$ cat config.mk
export PLATFORM = sky130hd
export DESIGN_NAME = remote_comm
export DESIGN_NICKNAME = d
export VERILOG_FILES = /design/src/rtl/remote_comm.sv
export SDC_FILE = /design/constraint.sdc
export NUM_CORES = 1
export LEC_CHECK = 0
export ABC_AREA = 1
export BUFFER_PORTS_ARGS = -buffer_cell sky130_fd_sc_hd__buf_2
export CAP_MARGIN = 20
export CORE_UTILIZATION = 40
export CTS_CLUSTER_DIAMETER = 40
export DETAILED_ROUTE_END_ITERATION = 16
export SLEW_MARGIN = 20
export SYNTH_ARGS = -nofsm -noshare
export SYNTH_HDL_FRONTEND = slang
export SYNTH_SLANG_ARGS = --single-unit
$ cat constraint.sdc
create_clock -name clk -period 2.2 [get_ports clk]
set_clock_uncertainty 0.05 [all_clocks]
set_input_delay 0.11 -clock clk [delete_from_list [all_inputs] [get_ports clk]]
set_output_delay 0.11 -clock clk [all_outputs]
set_load 0.02 [all_outputs]
$ cat src/rtl/remote_comm.sv
// remote_comm: host side of the two-byte UART command link.
// Sends a 16-bit command as two back-to-back 8N1 frames, high byte first,
// and receives 8-bit responses on RX. The baud timing, TX serializer and
// RX deserializer are all built in here.
module remote_comm #(
  parameter int BAUD_DIV = 2604
) (
  input  logic        clk,
  input  logic        rst,
  input  logic        snd_cmd,
  input  logic [15:0] cmd,
  input  logic        clr_resp_rdy,
  input  logic        RX,
  output logic        TX,
  output logic        busy,
  output logic        cmd_snt,
  output logic [7:0]  resp,
  output logic        resp_rdy
);

  // Last count of a full bit period, and of the half period up to the
  // middle of the start bit.
  localparam logic [15:0] BAUD_LAST = 16'(BAUD_DIV - 1);
  localparam logic [15:0] HALF_LAST = 16'(BAUD_DIV / 2 - 1);

  typedef enum logic [1:0] {TX_IDLE, TX_HIGH, TX_LOW} tx_state_e;
  typedef enum logic [1:0] {RX_IDLE, RX_START, RX_DATA, RX_STOP} rx_state_e;

  // Transmit side
  tx_state_e   tx_state_q, tx_state_d;
  logic [7:0]  hold_lo_q, hold_lo_d;    // low byte, still needed once the high byte is in the shifter
  logic [7:0]  tx_shift_q, tx_shift_d;
  logic [3:0]  tx_bit_q, tx_bit_d;      // 0 = start, 1..8 = data, 9 = stop
  logic [15:0] tx_baud_q, tx_baud_d;
  logic        tx_q, tx_d;
  logic        busy_q, busy_d;
  logic        cmd_snt_q, cmd_snt_d;
  logic        cmd_accept;

  // Receive side
  logic        rx_meta_q, rx_sync_q, rx_prev_q;
  rx_state_e   rx_state_q, rx_state_d;
  logic [15:0] rx_baud_q, rx_baud_d;
  logic [2:0]  rx_bit_q, rx_bit_d;
  logic [7:0]  rx_shift_q, rx_shift_d;
  logic [7:0]  resp_q, resp_d;
  logic        resp_rdy_q, resp_rdy_d;
  logic        resp_set;

  // TX sequencing: start a command from IDLE, step bits every BAUD_DIV cycles,
  // chain the low frame straight after the high frame's stop bit.
  always_comb begin
    tx_state_d = tx_state_q;
    hold_lo_d  = hold_lo_q;
    tx_shift_d = tx_shift_q;
    tx_bit_d   = tx_bit_q;
    tx_baud_d  = tx_baud_q;
    tx_d       = tx_q;
    busy_d     = busy_q;
    cmd_snt_d  = cmd_snt_q;
    cmd_accept = 1'b0;
    case (tx_state_q)
      TX_IDLE: begin
        if (snd_cmd) begin
          cmd_accept = 1'b1;
          tx_state_d = TX_HIGH;
          hold_lo_d  = cmd[7:0];
          tx_shift_d = cmd[15:8];
          tx_bit_d   = 4'd0;
          tx_baud_d  = 16'd0;
          tx_d       = 1'b0;
          busy_d     = 1'b1;
          cmd_snt_d  = 1'b0;
        end
      end
      TX_HIGH, TX_LOW: begin
        if (tx_baud_q == BAUD_LAST) begin
          tx_baud_d = 16'd0;
          if (tx_bit_q == 4'd9) begin
            tx_bit_d = 4'd0;
            if (tx_state_q == TX_HIGH) begin
              tx_state_d = TX_LOW;
              tx_shift_d = hold_lo_q;
              tx_d       = 1'b0;
            end else begin
              tx_state_d = TX_IDLE;
              tx_d       = 1'b1;
              busy_d     = 1'b0;
              cmd_snt_d  = 1'b1;
            end
          end else begin
            // The shifter fills with ones, so after eight data bits the
            // ninth shift-out is the stop bit.
            tx_bit_d   = tx_bit_q + 4'd1;
            tx_d       = tx_shift_q[0];
            tx_shift_d = {1'b1, tx_shift_q[7:1]};
          end
        end else begin
          tx_baud_d = tx_baud_q + 16'd1;
        end
      end
      default: tx_state_d = TX_IDLE;
    endcase
  end

  // RX framing: detect the start edge, confirm the start bit mid-bit, then
  // sample eight data bits and the stop bit one bit period apart.
  always_comb begin
    rx_state_d = rx_state_q;
    rx_baud_d  = rx_baud_q;
    rx_bit_d   = rx_bit_q;
    rx_shift_d = rx_shift_q;
    resp_set   = 1'b0;
    case (rx_state_q)
      RX_IDLE: begin
        if (rx_prev_q && !rx_sync_q) begin
          rx_state_d = RX_START;
          rx_baud_d  = 16'd0;
        end
      end
      RX_START: begin
        if (rx_baud_q == HALF_LAST) begin
          rx_baud_d  = 16'd0;
          rx_bit_d   = 3'd0;
          rx_state_d = rx_sync_q ? RX_IDLE : RX_DATA;  // high here means it was a glitch
        end else begin
          rx_baud_d = rx_baud_q + 16'd1;
        end
      end
      RX_DATA: begin
        if (rx_baud_q == BAUD_LAST) begin
          rx_baud_d  = 16'd0;
          rx_shift_d = {rx_sync_q, rx_shift_q[7:1]};
          if (rx_bit_q == 3'd7) begin
            rx_state_d = RX_STOP;
          end else begin
            rx_bit_d = rx_bit_q + 3'd1;
          end
        end else begin
          rx_baud_d = rx_baud_q + 16'd1;
        end
      end
      RX_STOP: begin
        if (rx_baud_q == BAUD_LAST) begin
          rx_baud_d  = 16'd0;
          rx_state_d = RX_IDLE;
          resp_set   = rx_sync_q;  // a low stop bit drops the byte silently
        end else begin
          rx_baud_d = rx_baud_q + 16'd1;
        end
      end
      default: rx_state_d = RX_IDLE;
    endcase
  end

  // Response flag: a fresh byte beats a clear in the same cycle.
  always_comb begin
    resp_d     = resp_q;
    resp_rdy_d = resp_rdy_q;
    if (resp_set) begin
      resp_d     = rx_shift_q;
      resp_rdy_d = 1'b1;
    end else if (clr_resp_rdy || cmd_accept) begin
      resp_rdy_d = 1'b0;
    end
  end

  // Two-flop synchronizer for RX plus the previous value for edge detection.
  always_ff @(posedge clk) begin
    if (rst) begin
      rx_meta_q <= 1'b1;
      rx_sync_q <= 1'b1;
      rx_prev_q <= 1'b1;
    end else begin
      rx_meta_q <= RX;
      rx_sync_q <= rx_meta_q;
      rx_prev_q <= rx_sync_q;
    end
  end

  // TX state registers.
  always_ff @(posedge clk) begin
    if (rst) begin
      tx_state_q <= TX_IDLE;
      hold_lo_q  <= 8'd0;
      tx_shift_q <= 8'd0;
      tx_bit_q   <= 4'd0;
      tx_baud_q  <= 16'd0;
      tx_q       <= 1'b1;
      busy_q     <= 1'b0;
      cmd_snt_q  <= 1'b0;
    end else begin
      tx_state_q <= tx_state_d;
      hold_lo_q  <= hold_lo_d;
      tx_shift_q <= tx_shift_d;
      tx_bit_q   <= tx_bit_d;
      tx_baud_q  <= tx_baud_d;
      tx_q       <= tx_d;
      busy_q     <= busy_d;
      cmd_snt_q  <= cmd_snt_d;
    end
  end

  // RX state registers and response outputs.
  always_ff @(posedge clk) begin
    if (rst) begin
      rx_state_q <= RX_IDLE;
      rx_baud_q  <= 16'd0;
      rx_bit_q   <= 3'd0;
      rx_shift_q <= 8'd0;
      resp_q     <= 8'd0;
      resp_rdy_q <= 1'b0;
    end else begin
      rx_state_q <= rx_state_d;
      rx_baud_q  <= rx_baud_d;
      rx_bit_q   <= rx_bit_d;
      rx_shift_q <= rx_shift_d;
      resp_q     <= resp_d;
      resp_rdy_q <= resp_rdy_d;
    end
  end

  assign TX       = tx_q;
  assign busy     = busy_q;
  assign cmd_snt  = cmd_snt_q;
  assign resp     = resp_q;
  assign resp_rdy = resp_rdy_q;

endmodule

Word level (Yosys, flattened, before mapping)
Cells that the tools add are included.

word-level totals
  bits in registers = 82
  output and inout bits = 12

operators by class
  add/sub/neg operators = 4
  equal/unequal tests = 21
  mux-type cells = 52
  reduce and logical (&&, ||, !) cells = 19

operators with widths
  cell                   count
  $mux 16                5
  $pmux 16 s3            1
  $add 16x1->16 const B  2
  $eq 16x12->1 const B   2
  $mux 8                 4
  $pmux 16 s2            1
  $mux 2                 10
  $ne 2x2->1 const B     10
  $mux 1                 17
  $eq 16x11->1 const B   1
  $pmux 8 s2             1
  $mux 4                 3
  $reduce_and 5->1       2
  $mux 3                 3
  $pmux 2 s4             1
  $pmux 4 s2             1
  $reduce_and 4->1       2
  $eq 2x2->1 const B     3
  $pmux 1 s2             3
  $pmux 3 s2             1
  $reduce_and 2->1       3
  $reduce_and 3->1       2
  $reduce_bool 2->1      3
  $add 4x1->4 const B    1
  11 further kinds       14

Longest topological paths before layout
Gate-level depths: netlist of run 1.

  depth after elaboration = 5
  gate-level depth with buffers = 12
  gate-level depth less buffers = 12

Least setup slack after synthesis of run 1
No wires, ideal clock.

  path kind = reg-to-reg
  start = register tx_state_q[0]
  end = register tx_baud_q[7]
  data arrival time = 1.578 ns
  required time = 2.033 ns
  slack = 0.455 ns
  cell stages (with the launch flop) = 11
  path buffers = 1
  clock period less this slack = 1.745 ns
  cell sequence = dfxtp_1 > inv_1 > ha_1 > nor2_1 > nor2_1 > buf_4 > nand2_2 > nor3_1 > nand2_1 > xor2_1 > nor2_1

on the way
  cells in the longest elaborated chain, start to end = 4
  elaborated cells between the ends (all ways) = 8
  those cells by class = eq/ne (3); mux (1); reduce/logical (4)

RTL lines
  what                                             RTL line  source
  start, declared                                  30        tx_state_e tx_state_q, tx_state_d;
  start signal, assigned                           193       tx_state_q <= tx_state_d;
  $eq 2x1->1 / $eq 2x2->1 (equally long branches)  62        case (tx_state_q)
  $reduce_or 2->1                                  62
  $reduce_bool 2->1 (no line)                      n/a
  $reduce_and 2->1 (no line)                       n/a
  end signal, assigned                             197       tx_baud_q <= tx_baud_d;
  end, declared                                    34        logic [15:0] tx_baud_q, tx_baud_d;

Parallel ways exist; a longest one is shown, timed or not.
A chain may end at the register's enable or synchronous reset.

Worst setup path after layout of run 1
  start = register tx_state_q[0]
  end = register tx_state_q[0]

on the way
  cells in the longest elaborated chain, start to end = 4
  elaborated cells between the ends (all ways) = 9
  those cells by class = eq/ne (5); mux (1); reduce/logical (3)

RTL lines
  what                                             RTL line
  $eq 2x1->1 / $eq 2x2->1 (equally long branches)  62
  $reduce_or 2->1                                  62
  $ne 2x2->1 (no line)                             n/a
  $reduce_and 3->1 (no line)                       n/a

Parallel ways exist; a longest one is shown, timed or not.

==> results.cfg, run 1 <==
[sta]
finalCritPeriodShare = 0.913
hold_slack_ns = 0.00227
period_needed_ns = 2.01
timing.slew.headroom = 0.665
drv_slew = 0
setup_tns_ns = 0
fmax_mhz = 498
worst_slack_ns = 0.191
worst_pin_slew_ns = 0.501
setup_viol = 0
hold_viol_final = 0
rsz0062_at_grt = true

[finish]
antenna_cells = 0
drive_above_1_share = 0.114
syn_to_final_growth_pct = 14.3
final_nets = 693
final_cells = 801
fill_cells = 1023

[cts]
root_buffer = clkbuf_8
path_clk_slew_ns = 0.09
cts_made_buffers = 9
cts_tree = yes
insertion_delay_ns = 0.37
clock_sinks = 82
cts_repair_resize_count = 0
cts_max_level = 3
cts_buffer_depth = 2

[power]
leakage_nw = 2.02
finalPower_mw = 4.41
p_per_area_nw_per_um2 = 926
vdd_drop_max_v = 0.000520

[outcome]
status = complete, no violations

[logic_synthesis]
seq_area_frac_synth = 0.394
synth_top_area_cell = dfxtp_1
syn_inst = 620
netlist-cell-type-count = 37
netlist.area_leader.share = 0.394
netlist_area_um2 = 4170
ys_warn_count = 0
yosys-top-cells-area = dfxtp_1 (39%), nand2_1 (12%), nor2_1 (8.5%)
synthesis.nets = 650
synth_area_per_cell_um2 = 6.72
synth-seq-cells = 82

[critical_path]
path_max_fanout = 14
required_ns = 2.41
worst-setup-path-type = flop to flop
start_kind = flop
crit_path_end_kind = flop
cp.arrival_ns = 2.22

[detailed_routing]
drcViolationCount = 0
viasPerCell = 4.83
post_drt_wl_per_cell_um = 11.5
drtIter0Drc = 160
drt_wl_total_um = 9190
final_antenna_net_count = 0
drtPass1Iterations = 5
vias = 3871

[die]
core_area_um2 = 9950
ios = 33
dieHeight_um = 104
die_w_um = 104
rows = 36
start_util = 0.419
fp.dieArea_um2 = 10800

[flow_run]
maxCapViolations = 0

[grt]
grt_pass1_wl_um = 16100
grt_max_degree = 34
grt_overflow_total = 0
grt_antenna_before_repair = 0
grt_pass1_vias = 3580
grtUsageTotal = 0.182

[place]
dp_cells = 776
gp_congestion = 0.862
dp_slack_ns = 0.240
dp_hpwl_um = 6510
portBuffers = 32

[min_path]
hold_path.class = input port to flop
-- timing repair --
| item | 4_1_cts | 5_1_grt |
|---|---|---|
| setup endpoints to repair | 0 | 3 |
| hold buffers | 9 | 0 |
| setup buffers | 0 | 0 |
| endpoints found under the hold margin | 9 | 0 |
-- final cells by class --
cell class / instances / area (um2) / area share
timing repair buffer: 51 / 338 / 0.0709
inverter: 87 / 327 / 0.0686
sequential: 82 / 1640 / 0.345
tap: 133 / 166 / 0.0349
clock inverter: 7 / 53.8 / 0.0113
clock buffer: 9 / 124 / 0.0260
multi-input combinational: 432 / 2110 / 0.444
-- through the flow --
stage                     area (um2)  utilization
after floorplan                 4170            -
after global placement          4490        0.451
after detailed placement        4490        0.451
after CTS                       4760        0.478
after global routing            4760        0.478
final                           4760        0.478
-- layer usage --
metal  track usage  part of all wire  vias to the layer above
met5             0                 0                        -
met1         0.233              0.48                     1729
li1              -                 -                     2059
met3        0.0464             0.042                       10
met4        0.0500             0.011                        0
met2         0.303              0.47                       73
-- cell families (layout without fill, tap and decap cells) --
family	Yosys count	in the layout	synth area share
flops	82	82	0.394
xor+xnor	12	12	0.0252
simple gates	322	322	0.346
compound gates	89	89	0.109
fa+ha+maj	9	9	0.0270
buf+inv	106	154	0.0994
-- critical path: stages, from the launching register on --
cell,delay (ns)
dfxtp_1,0.37
inv_1,0.06
ha_1,0.30
buf_4,0.19
inv_1,0.27
nor2_1,0.13
nor2_1,0.18
nand2_1,0.11
o21ai_0,0.19
nor2_1,0.06
-- state kept, by name (all words and copies together), names as in the netlist, named ones only --
register	flops
rx_baud_q	16
tx_baud_q	16
hold_lo_q	8
resp	8
rx_shift_q	8
tx_shift_q	8
tx_bit_q	4
rx_bit_q	3
tx_state_q	2
TX	1
busy	1
cmd_snt	1
resp_rdy	1
rx_meta_q	1
rx_prev_q	1
rx_state_q	1
rx_sync_q	1
-- path summary, 6_finish.rpt --
kind                 start       endpoint  slack [ns]  depth (start not counted)
max          tx_state_q[0]  tx_state_q[0]        0.19                          9
min                 cmd[7]   hold_lo_q[7]       0.002                          3
max reg2reg  tx_state_q[0]  tx_state_q[0]        0.19                          9
min reg2reg      rx_meta_q      rx_sync_q        0.37                          1
-- cell usage after synthesis (all sizes together) --
library cell  count
nand3            47
xor2             11
o211ai            1
nand3b            4
a31oi             1
buf               8
a31o              1
a21oi            41
inv              87
nor2             98
o21ai            44
nor3b             2
nand4            12
o22ai             1
clkbuf           11
dfxtp            82
nand2           136
and2              1
xnor2             1
ha                9
nor3             17
or2               3
nor4              2
-- cells in the final DEF (no fill, tap or decap), types with 2 or more instances in the layout --
cell | synthesis | final
a21oi_1 | 41 | 41
buf_2 | 4 | 32
buf_4 | 1 | 9
clkbuf_8 | 0 | 9
clkinv_2 | 0 | 2
clkinvlp_4 | 0 | 2
dfxtp_1 | 82 | 82
dlygate4sd3_1 | 0 | 9
ha_1 | 9 | 9
inv_1 | 86 | 86
nand2_1 | 132 | 132
nand2_2 | 3 | 3
nand3_1 | 45 | 45
nand3b_1 | 4 | 4
nand4_1 | 12 | 12
nor2_1 | 94 | 94
nor2_2 | 2 | 2
nor2_4 | 2 | 2
nor3_1 | 15 | 15
nor3b_1 | 2 | 2
o21ai_0 | 41 | 41
o21ai_1 | 3 | 3
or2_2 | 3 | 3
xor2_1 | 11 | 11
-- power breakdown --
part | internal, mW | switching, mW | leakage [nW]
Combinational | 0.542 | 1.06 | 1.27
Sequential | 1.67 | 0.119 | 0.666
Clock | 0.419 | 0.599 | 0.0875
Total | 2.63 | 1.78 | 2.02
No activity file was read; power rests on OpenSTA's default activity.
==> run 2, diff against run 1 <==
RECOVER_POWER = 50   (was unset)
==> results.cfg, run 2 (synthesis gave the netlist of run 1 again) <==
[place]
portBuffers = 32
gp_congestion = 0.862
dp_hpwl_um = 6510
dp_slack_ns = 0.240

[finish]
drive_above_1_share = 0.0913
mostFrequentLayoutCells = nand2_1 (133), nor2_1 (94), inv_1 (86)
multi_input_area_um2 = 2110
finalCoreUtilization = 0.476
fill_cells = 1028
reg_top3 = rx_baud_q (16), tx_baud_q (16)
regArea_um2 = 1640
syn_to_final_growth_pct = 13.7
antenna_cells = 0
layout_commonest_cell = nand2_1
final_nets = 693

[detailed_routing]
drtPass1Iterations = 4
post_drt_wl_per_cell_um = 11.5
viasPerCell = 4.83
drt_wl_total_um = 9190
drtIter0Drc = 167
vias = 3868
final_antenna_net_count = 0
drcViolationCount = 0

[cts]
cts_max_level = 3
cts_tree = yes
cts_buffer_depth = 2
insertion_delay_ns = 0.38
clock_sinks = 82
path_clk_slew_ns = 0.08
cts_made_buffers = 9
root_buffer = clkbuf_8
cts_repair_resize_count = 0

[sta]
timing.slew.headroom = 0.666
fmax_mhz = 500
period_needed_ns = 2.00
hold_viol_final = 0
drv_slew = 0
worst_slack_ns = 0.201
finalCritPeriodShare = 0.909
setup_viol = 0
worst_pin_slew_ns = 0.500
rsz0062_at_grt = true

[min_path]
hold_path_startpoint = cmd[7]
hold_end = hold_lo_q[7]
hold_path.class = input port to flop
hold_path_depth = 3

[outcome]
status = complete, no violations

[critical_path]
worst-setup-path-type = flop to flop
reg2reg_depth = 8
crit_path_end_kind = flop
reg2reg_to = resp[4]
r2r-start = rx_baud_q[0]
required_ns = 2.45
start_kind = flop
regToRegSetupSlack_ns = 0.20
cp.arrival_ns = 2.25
path_max_fanout = 9

[power]
vdd_drop_max_v = 0.000527
p_per_area_nw_per_um2 = 930
leakage_nw = 1.96

[die]
core_area_um2 = 9950
fp.dieArea_um2 = 10800
rows = 36
die_w_um = 104
dieHeight_um = 104
ios = 33
start_util = 0.419

[grt]
grt_overflow_total = 0
grtUsageTotal = 0.182
grt_antenna_before_repair = 0
grt_max_degree = 34
grt_pass1_wl_um = 16100
grt_pass1_vias = 3580

[flow_run]
maxCapViolations = 0
==> run 2: cell count changes in the layout (fill, tap and decap cells not counted) <==
cell      change
buf_4         -2
buf_2        -12
nand2_2       -1
o21ai_1       -1
clkbuf_1     +14
nand2_1       +1
o21ai_0       +1
==> run 2: worst max-delay path by stage <==
stage                   from            end  slack, ns
6_report        rx_baud_q[0]        resp[4]       0.20
4_1_cts        tx_state_q[0]  tx_state_q[0]       0.21
3_5_place_dp   tx_state_q[0]  tx_baud_q[15]       0.24
5_1_grt        tx_state_q[0]  tx_baud_q[14]      -0.02
3_3_place_gp   tx_state_q[0]  tx_state_q[1]       0.28
2_1_floorplan  tx_state_q[0]   tx_baud_q[7]       0.46
==> run 2: cell type report <==
type / count / area share
Sequential cell: 82 / 0.347
Clock inverter: 7 / 0.0114
Timing Repair Buffer: 51 / 0.0666
Tap cell: 133 / 0.0351
Multi-Input combinational cell: 432 / 0.445
Clock buffer: 9 / 0.0261
Inverter: 87 / 0.0689
==> run 2: worst max-delay path, stage by stage, from the launching register on <==
cell      delay [ns]
dfxtp_1         0.40
ha_1            0.29
nand3_4         0.11
nor4_4          0.27
clkbuf_1        0.41
nand2_4         0.18
nand2_1         0.10
inv_1           0.04
nor2_1          0.09
==> run 2: layer usage <==
layer / part of all wire / GRT usage / up-vias / wire [um]
li1: - / - / 2058 / -
met1: 0.48 / 0.233 / 1729 / 4400
met2: 0.46 / 0.303 / 71 / 4260
met3: 0.045 / 0.0464 / 10 / 418
met4: 0.012 / 0.0500 / 0 / 110
met5: 0 / 0 / - / 0
==> run 2: through the flow <==
step / power [mW] / TNS [ns] / hold WS, ns / instance area (um2) / std cells
final: 4.41 / 0 / 0.00657 / 4740 / 801
after floorplan: 2.95 / 0 / 0.164 / 4170 / 620
after CTS: 4.45 / 0 / 0.00275 / 4760 / 801
after global placement: 3.38 / 0 / 0.255 / 4490 / 776
after global routing: 4.74 / -0.0471 / 0.000150 / 4740 / 801
after detailed placement: 3.41 / 0 / 0.257 / 4490 / 776
==> run 2: what timing repair did <==
| item | in CTS | in global routing |
|---|---|---|
| buffers inserted | 0 | 0 |
| hold endpoints to repair | 9 | 0 |
| hold buffers | 9 | 0 |
| setup endpoints to repair | 0 | 3 |
==> run 2: power by group <==
| part | leakage (nW) | switching, mW | total (mW) | internal [mW] |
|---|---|---|---|---|
| logic | 1.21 | 1.06 | 1.60 | 0.532 |
| clock network | 0.0875 | 0.600 | 1.02 | 0.419 |
| registers | 0.666 | 0.120 | 1.79 | 1.67 |
| total | 1.96 | 1.78 | 4.41 | 2.62 |
==> run 3, diff against run 2 <==
BUFFER_PORTS_ARGS = -buffer_cell sky130_fd_sc_hd__buf_4   (was -buffer_cell sky130_fd_sc_hd__buf_2)
clock period = 2.52 ns   (was 2.2 ns; I/O delays follow)
==> results.cfg, run 3 (synthesis gave the netlist of run 1 again) <==
[outcome]
status = complete, no violations

[cts]
cts_max_level = 3
root_buffer = clkbuf_8
insertion_delay_ns = 0.34
cts_made_buffers = 9
path_clk_slew_ns = 0.08
clock_sinks = 82
cts_hold_buf = 7
cts_tree = yes
cts_repair_resize_count = 0
post_cts_buffers = 0
cts_buffer_depth = 2

[sta]
hold_slack_ns = 0.0194
fmax_mhz = 498
period_needed_ns = 2.01
timing.slew.headroom = 0.526
worst_slack_ns = 0.512
rsz0062_at_grt = false
hold_viol_final = 0
finalCritPeriodShare = 0.797
setup_tns_ns = 0
worst_pin_slew_ns = 0.708
drv_slew = 0
setup_viol = 0

[place]
portBuffers = 32
gp_congestion = 0.853
dp_cells = 772
dp_hpwl_um = 6570
dp_slack_ns = 0.483

[power]
seqPwrFrac = 0.411
p_sw_frac = 0.388
switchingPower_mw = 1.48
leakage_nw = 1.96
vdd_drop_max_v = 0.000362
p_int_mw = 2.33
p_per_area_nw_per_um2 = 805
p_comb_frac = 0.348
clockPowerShare = 0.241

[critical_path]
crit_path_end_kind = flop
reg2reg_to = rx_baud_q[8]
worst-setup-path-type = flop to flop
path_max_fanout = 12
r2r-start = rx_baud_q[0]
required_ns = 2.71
cp.arrival_ns = 2.20
reg2reg_depth = 10
start_kind = flop
regToRegSetupSlack_ns = 0.51

[die]
ios = 33
rows = 36
core_area_um2 = 9950
die_w_um = 104
dieHeight_um = 104
fp.dieArea_um2 = 10800
start_util = 0.419

[detailed_routing]
drt_wl_total_um = 9100
top_layer = met4
drcViolationCount = 0
final_antenna_net_count = 0
vias = 3850
viasPerCell = 4.84
post_drt_wl_per_cell_um = 11.5
drtPass1Iterations = 4
wl_met2_um = 4290
met3_length_um = 274
drtIter0Drc = 106
wl_met1_um = 4390

[min_path]
hold_path.class = input port to flop
hold_path_startpoint = cmd[4]
hold_path_depth = 3
hold_end = hold_lo_q[4]

[finish]
mostFrequentLayoutCells = nand2_1 (133), nor2_1 (94), inv_1 (86)
antenna_cells = 0
syn_to_final_growth_pct = 13.4
layout_commonest_cell = nand2_1
reg_top3 = rx_baud_q (16), tx_baud_q (16)
drive_above_1_share = 0.0846
final_nets = 687
finalCoreUtilization = 0.475
final_cells = 795

[grt]
grt_antenna_before_repair = 0
grt_max_degree = 30
grt_pass1_wl_um = 16000
grt_pass1_vias = 3545
grt_overflow_total = 0
grtUsageTotal = 0.178

[flow_run]
maxCapViolations = 0
[run 3: worst max-delay path: stages (launching register included)]
cell and delay (ns):
dfxtp_1 0.40, ha_1 0.23, nand3_1 0.16, nor2_1 0.13, nand2_1 0.15, nand2_1 0.09
nand2_1 0.25, inv_1 0.21, nor2_1 0.05, o21ai_0 0.14, inv_1 0.05
[run 3: power groups by stage]
| stage | clock network [mW] | logic [mW] | registers [mW] |
|---|---|---|---|
| after CTS | 0.963 | 1.35 | 1.56 |
| after global placement | 0 | 1.31 | 1.59 |
| after global routing | 1.01 | 1.53 | 1.58 |
| after floorplan | 0 | 0.987 | 1.59 |
| after detailed placement | 0 | 1.33 | 1.59 |
| final | 0.919 | 1.32 | 1.57 |
[run 3: per-stage QoR]
| step | power, mW | area [um2] |
|---|---|---|
| 2_1_floorplan | 2.57 | 4170 |
| 3_3_place_gp | 2.89 | 4530 |
| 3_5_place_dp | 2.93 | 4530 |
| 4_1_cts | 3.87 | 4790 |
| 5_1_grt | 4.12 | 4730 |
| 6_report | 3.81 | 4730 |
[run 3: worst max-delay path by stage]
stage	from	endpoint	slack, ns	cells past startpoint
after floorplan	tx_state_q[0]	tx_baud_q[7]	0.78	10
after global placement	tx_state_q[0]	tx_baud_q[10]	0.56	7
after detailed placement	tx_state_q[0]	tx_baud_q[12]	0.48	10
after CTS	tx_state_q[0]	tx_baud_q[12]	0.49	10
after global routing	rx_baud_q[0]	rx_baud_q[8]	0.20	10
final	rx_baud_q[0]	rx_baud_q[8]	0.51	10
[run 3: area by class of cell]
| class | count | area (um2) |
|---|---|---|
| clock inverter | 3 | 21.3 |
| inverter | 87 | 327 |
| multi-input combinational | 432 | 2100 |
| sequential | 82 | 1640 |
| fill | 1047 | 5230 |
| clock buffer | 13 | 169 |
| tap | 133 | 166 |
| timing repair buffer | 45 | 307 |
[run 3: metal layers]
metal  global-route usage  up-vias
met1                0.229     1738
li1                     -     2042
met2                0.299       57
met5                    0        -
met4               0.0551        0
met3               0.0345       13
